==> config.mk <==
export PLATFORM = sky130hd
export DESIGN_NAME = stream_arbiter_mux_flat
export DESIGN_NICKNAME = d
export VERILOG_FILES = /design/src/rtl/stream_mux_pkg.sv /design/src/rtl/stream_arbiter_mux_if.sv /design/src/rtl/stream_arbiter_mux_rr_arbiter.sv /design/src/rtl/stream_arbiter_mux.sv /design/src/flat_wrapper.sv
export SDC_FILE = /design/constraint.sdc
export NUM_CORES = 1
export LEC_CHECK = 0
export ABC_AREA = 1
export ABC_CLOCK_PERIOD_IN_PS = 2100
export BUFFER_PORTS_ARGS = -buffer_cell sky130_fd_sc_hd__buf_4
export CAP_MARGIN = 15
export CORE_MARGIN = 5
export CORE_UTILIZATION = 42
export DETAILED_ROUTE_END_ITERATION = 16
export MAX_ROUTING_LAYER = met4
export PLACE_DENSITY = 0.78
export SLEW_MARGIN = 25
export SYNTH_ARGS = -nofsm -noshare
export SYNTH_HDL_FRONTEND = slang
export SYNTH_HIERARCHICAL = 1
export SYNTH_SLANG_ARGS = --single-unit
==> constraint.sdc <==
create_clock -name clock -period 2.1 [get_ports clock]
set_clock_uncertainty 0.05 [all_clocks]
set_input_delay 0.63 -clock clock [delete_from_list [all_inputs] [get_ports clock]]
set_output_delay 0.63 -clock clock [all_outputs]
set_load 0.03 [all_outputs]
==> src/rtl/stream_mux_pkg.sv <==
// Shared helpers for the round-robin stream multiplexer.
package stream_mux_pkg;

    function automatic int sel_width(int ch);
        return (ch > 1) ? $clog2(ch) : 1;
    endfunction

endpackage

==> src/rtl/stream_arbiter_mux_if.sv <==
// Producer-side and consumer-side handshake bundle of stream_arbiter_mux.
interface stream_arbiter_mux_if
    import stream_mux_pkg::*;
#(
    parameter int WIDTH    = 32,
    parameter int CHANNELS = 4
);
    localparam int SEL_W = sel_width(CHANNELS);

    logic [CHANNELS*WIDTH-1:0] in_bus;
    logic [CHANNELS-1:0]       in_valid;
    logic [CHANNELS-1:0]       in_ready;
    logic [WIDTH-1:0]          out;
    logic [SEL_W-1:0]          out_sel;
    logic                      out_valid;
    logic                      out_ready;

    modport master (
        output in_bus, in_valid, out_ready,
        input  in_ready, out, out_sel, out_valid
    );

    modport slave (
        input  in_bus, in_valid, out_ready,
        output in_ready, out, out_sel, out_valid
    );
endinterface

==> src/rtl/stream_arbiter_mux_rr_arbiter.sv <==
// Combinational round-robin arbiter; the search starts one past last_idx and wraps.
module rr_arbiter
    import stream_mux_pkg::*;
#(
    parameter int  CHANNELS = 4,
    localparam int SEL_W    = sel_width(CHANNELS)
) (
    input  logic [CHANNELS-1:0] req,
    input  logic                advance,
    input  logic [SEL_W-1:0]    last_idx,
    output logic [CHANNELS-1:0] grant,
    output logic [SEL_W-1:0]    grant_idx
);
    logic [SEL_W-1:0] idx;
    logic             found;

    // grant_idx is the winner even when stalled; the one-hot grant only fires when the stage can take it
    always_comb begin
        grant     = '0;
        grant_idx = '0;
        idx       = '0;
        found     = 1'b0;
        for (int k = 0; k < CHANNELS; k++) begin
            idx = SEL_W'((int'(last_idx) + 1 + k) % CHANNELS);
            if (!found && req[idx]) begin
                found     = 1'b1;
                grant_idx = idx;
            end
        end
        if (found && advance) begin
            grant[grant_idx] = 1'b1;
        end
    end
endmodule

==> src/rtl/stream_arbiter_mux.sv <==
// Registered N-channel round-robin stream mux; define STREAM_MUX_SKID_EN to add a skid entry
// that makes in_ready independent of out_ready.
module stream_arbiter_mux
    import stream_mux_pkg::*;
#(
    parameter int  WIDTH    = 32,
    parameter int  CHANNELS = 4,
    localparam int SEL_W    = sel_width(CHANNELS)
) (
    input logic                clock,
    input logic                reset,
    stream_arbiter_mux_if.slave bus
);
    typedef struct packed {
        logic [WIDTH-1:0] data;
        logic [SEL_W-1:0] sel;
    } beat_t;

    logic [CHANNELS-1:0] grant;
    logic [SEL_W-1:0]    grantIdx;
    logic [SEL_W-1:0]    last_q, last_d;
    logic [WIDTH-1:0]    chData [CHANNELS];
    logic                canAccept, inXfer, outFire;
    beat_t               inBeat, outBeat_q, outBeat_d;
    logic                outValid_q, outValid_d;

    always_comb begin
        for (int i = 0; i < CHANNELS; i++) begin
            chData[i] = bus.in_bus[(CHANNELS-i)*WIDTH-1 -: WIDTH];
        end
    end

    rr_arbiter #(.CHANNELS(CHANNELS)) u_arb (
        .req       (bus.in_valid),
        .advance   (canAccept),
        .last_idx  (last_q),
        .grant     (grant),
        .grant_idx (grantIdx)
    );

    assign inXfer      = |grant;
    assign outFire     = outValid_q & bus.out_ready;
    assign inBeat.data = chData[grantIdx];
    assign inBeat.sel  = grantIdx;
    assign last_d      = inXfer ? grantIdx : last_q;

`ifdef STREAM_MUX_SKID_EN
    beat_t skidBeat_q, skidBeat_d;
    logic  skidFull_q, skidFull_d;

    assign canAccept = ~skidFull_q;

    // A full skid entry always drains into the output register before new input is accepted
    always_comb begin
        outBeat_d  = outBeat_q;
        outValid_d = outValid_q;
        skidBeat_d = skidBeat_q;
        skidFull_d = skidFull_q;
        if (skidFull_q) begin
            if (outFire) begin
                outBeat_d  = skidBeat_q;
                skidFull_d = 1'b0;
            end
        end else if (inXfer) begin
            if (!outValid_q || outFire) begin
                outBeat_d  = inBeat;
                outValid_d = 1'b1;
            end else begin
                skidBeat_d = inBeat;
                skidFull_d = 1'b1;
            end
        end else if (outFire) begin
            outValid_d = 1'b0;
        end
    end

    always_ff @(posedge clock or posedge reset) begin
        if (reset) begin
            skidBeat_q <= '0;
            skidFull_q <= 1'b0;
        end else begin
            skidBeat_q <= skidBeat_d;
            skidFull_q <= skidFull_d;
        end
    end
`else
    assign canAccept = ~outValid_q | bus.out_ready;

    always_comb begin
        outBeat_d  = outBeat_q;
        outValid_d = outValid_q;
        if (inXfer) begin
            outBeat_d  = inBeat;
            outValid_d = 1'b1;
        end else if (outFire) begin
            outValid_d = 1'b0;
        end
    end
`endif

    // Reset leaves the pointer on the last channel so channel 0 wins first
    always_ff @(posedge clock or posedge reset) begin
        if (reset) begin
            outBeat_q  <= '0;
            outValid_q <= 1'b0;
            last_q     <= SEL_W'(CHANNELS - 1);
        end else begin
            outBeat_q  <= outBeat_d;
            outValid_q <= outValid_d;
            last_q     <= last_d;
        end
    end

    assign bus.in_ready  = grant;
    assign bus.out       = outBeat_q.data;
    assign bus.out_sel   = outBeat_q.sel;
    assign bus.out_valid = outValid_q;
endmodule

==> src/flat_wrapper.sv <==
// flat-port wrapper written by rule: the top's interface ports become plain ports
module stream_arbiter_mux_flat import stream_mux_pkg::*;
#(
    parameter int  WIDTH    = 32,
    parameter int  CHANNELS = 4,
    localparam int SEL_W    = sel_width(CHANNELS)
)
  (clock, reset, bus_in_bus, bus_in_valid, bus_out_ready, bus_in_ready, bus_out, bus_out_sel, bus_out_valid);
  stream_arbiter_mux_if #(.WIDTH(WIDTH), .CHANNELS(CHANNELS)) bus_i ();
  input logic clock;
  input logic reset;
  input wire logic [$bits(bus_i.in_bus)-1:0] bus_in_bus;
  input wire logic [$bits(bus_i.in_valid)-1:0] bus_in_valid;
  input wire logic [$bits(bus_i.out_ready)-1:0] bus_out_ready;
  output wire logic [$bits(bus_i.in_ready)-1:0] bus_in_ready;
  output wire logic [$bits(bus_i.out)-1:0] bus_out;
  output wire logic [$bits(bus_i.out_sel)-1:0] bus_out_sel;
  output wire logic [$bits(bus_i.out_valid)-1:0] bus_out_valid;
  assign bus_i.in_bus = bus_in_bus;
  assign bus_i.in_valid = bus_in_valid;
  assign bus_i.out_ready = bus_out_ready;
  assign bus_in_ready = bus_i.in_ready;
  assign bus_out = bus_i.out;
  assign bus_out_sel = bus_i.out_sel;
  assign bus_out_valid = bus_i.out_valid;
  stream_arbiter_mux #(.WIDTH(WIDTH), .CHANNELS(CHANNELS)) u_core (.clock(clock), .reset(reset), .bus(bus_i));
endmodule
==> run metrics <==
CP max FO 5; max incr delay on CP 0.62 ns; NumNets Final 940; share of the synthesized area in the top cell type 0.289; Worst Path Required 1.42 ns; CTS tree done; drt total wl 11.6 mm; failing checks negative setup slack; die height 100 µm; WP data arrival 2.11 ns; post-synth top area cell nand2_1; Crit. End Element output port; # clock sinks 37; H-tree level count 2; Core Util, Final 0.691; first-pass GRT wire length 17.7 mm; total I/O pin count 174; GRT Util Overall 0.215; Synth Net Count 751; ANT nets after route 0; min-delay worst type in2async; critical path class reg2out; Worst-path clk slew 0.07 ns; Post-Syn Instances 616; Core Region 7810 µm²; vias per cell 4.70; Ys Warns 6; top post-synthesis cells by area nand2_1 (29%), dfrtp_1 (26%), nand3_1 (16%), inv_1 (15%), buf_2 (3.1%); GPL Wtd Cong 0.867; register bit total from synthesis 37; CP max stage cell dfstp_2; clk root buf clkbuf_8; Distinct cells, synth 17; Worst-Margin Slew 0.724 ns; RSZ-0062 raised after global routing yes; initial antenna violation count 0; die outline area 10,000 µm²; fill cell count 686; Rel. slew slack 0.514; startpoint types register; Worst-Skew Late Latency 0.27 ns; DR WL/cell 12.8 µm; fin. max-slew vios 0; cts hold-fix bufs 0; DRC Markers 0; endpoints failing setup 41; ANT cells 0; Worst Path Buf+Inv 3; ratio of cells with drive above 1 in the final layout 0.337; fin crit period 2.79 ns; initial core utilization 0.436; TritonCTS buffer count 5; row count 32; Final Hold Fails 0; DRT iter0 DRCs 193; cell-by-cell trace of the critical path buf_6, nand2_2, nand2_2, nand2_2, nand2_2, nor2_4, nand2_2, nor2_4, nor2_4, inv_4, nor2_4, buf_6; Max Freq 0.359 GHz; vias in the first global route 4,017; outcome complete, but fails checks; CP top delay family simple AND/OR/NAND/NOR gates; final worst slack -0.688 ns; total number of vias 4,262; Pre-antenna DRT Iters 4; HPWL after DPL 8.45 mm; port bufs 173; Max Buffers Root-to-Sink 2; GRT overflow 0; area added between synthesis and finish 58.7%; sequential area share after synthesis 0.273; pin count of the biggest net entering global routing 37; Cell Area, Synth 3400 µm²; DIE WIDTH 100 µm; Crit path top cell by count nand2_2; MaxCap Viol Count 0; synthesized area per cell 5.52 µm²; period utilisation layout 1.33; FF-to-FF setup slack -0.46 ns
[synthesized netlist by cell type]
cell type / number
nand2_1: 262
inv_1: 136
nand3_1: 111
dfrtp_1: 35
buf_2: 21
nand2_2: 16
nor2_1: 8
buf_6: 7
inv_2: 7
clkbuf_1: 3
buf_4: 2
dfstp_2: 2
nor2_2: 2
nand2_4: 1
nand3_2: 1
nand4_2: 1
nor2_4: 1
[through the flow]
| step | worst slack [ns] | TNS, ns | std cells | hold slack [ns] | cell area, µm² |
|---|---|---|---|---|---|
| 2_1_floorplan | -0.180 | -6.11 | 616 | 0.448 | 3500 |
| 3_3_place_gp | -0.381 | -12.54 | 882 | 0.444 | 4960 |
| 3_5_place_dp | -0.491 | -16.02 | 882 | 0.447 | 4960 |
| 4_1_cts | -0.658 | -18.83 | 896 | 0.349 | 5170 |
| 5_1_grt | -0.816 | -24.60 | 906 | 0.389 | 5400 |
| 6_report | -0.688 | -19.02 | 906 | 0.338 | 5400 |
[placed cells by master, fill, tap and decap left out]
master / count
buf_4: 189
inv_2: 4
dfstp_2: 2
clkinv_2: 1
clkinv_1: 1
buf_8: 1
buf_16: 2
nand4_2: 1
nand3_1: 108
inv_6: 1
buf_6: 12
clkbuf_8: 5
nand3_2: 4
nor2_2: 1
dfrtp_1: 35
nor2_4: 9
clkbuf_16: 4
nor2_1: 1
inv_1: 135
buf_12: 7
nand2_1: 253
inv_4: 1
clkinv_8: 1
nand2_4: 6
nand2_2: 20
[timing repair]
action	in CTS	in global routing
pin swaps	7	9
buffers inserted	7	7
setup endpoints to repair	41	41
gates resized for setup	17	19
cloned	1	4
[metal layers]
layer,global-route usage,wire (µm)
met5,-,0
met4,0.0425,167
met3,0.0285,794
met2,0.380,5890
met1,0.265,4740
[logic make-up after synthesis]
logic type / after synthesis / share of synthesized area
DFF: 37 / 0.273
and+or+nand+nor: 403 / 0.508
buffers and inverters: 176 / 0.220
[state kept, by name, indices dropped and copies added, names as in the netlist]
signal                flops
u_core/last_q             2
u_core/bus.out           32
u_core/bus.out_valid      1
u_core/bus.out_sel        2
[final timing paths]
check                                                     from                              to  cells past startpoint
worst max-delay path              u_core/last_q[0]$_DFFE_PP1P_                 bus_in_ready[1]                     12
worst min-delay path                                     reset   u_core/bus.out[6]$_DFFE_PP0P_                      2
worst max register to register    u_core/last_q[0]$_DFFE_PP1P_  u_core/bus.out[28]$_DFFE_PP0P_                     18
worst min register to register  u_core/bus.out[28]$_DFFE_PP0P_  u_core/bus.out[28]$_DFFE_PP0P_                      2
max in group asynchronous                                reset    u_core/last_q[1]$_DFFE_PP1P_                      3
min in group clock              u_core/bus.out[28]$_DFFE_PP0P_  u_core/bus.out[28]$_DFFE_PP0P_                      2
[cell type report]
type	count	area (µm²)	area share
clock buffers	5	68.8	0.0127
inverters	143	557	0.103
well taps	102	128	0.0236
multi-input cells	403	1850	0.342
flip-flops and latches	37	928	0.172
clock inverters	1	5.00	0.000927
repair buffers	215	1860	0.345
Power is left out: the tool's default activity adds up to more than one toggle a clock period on the data nets, which glitch-free logic cannot reach.
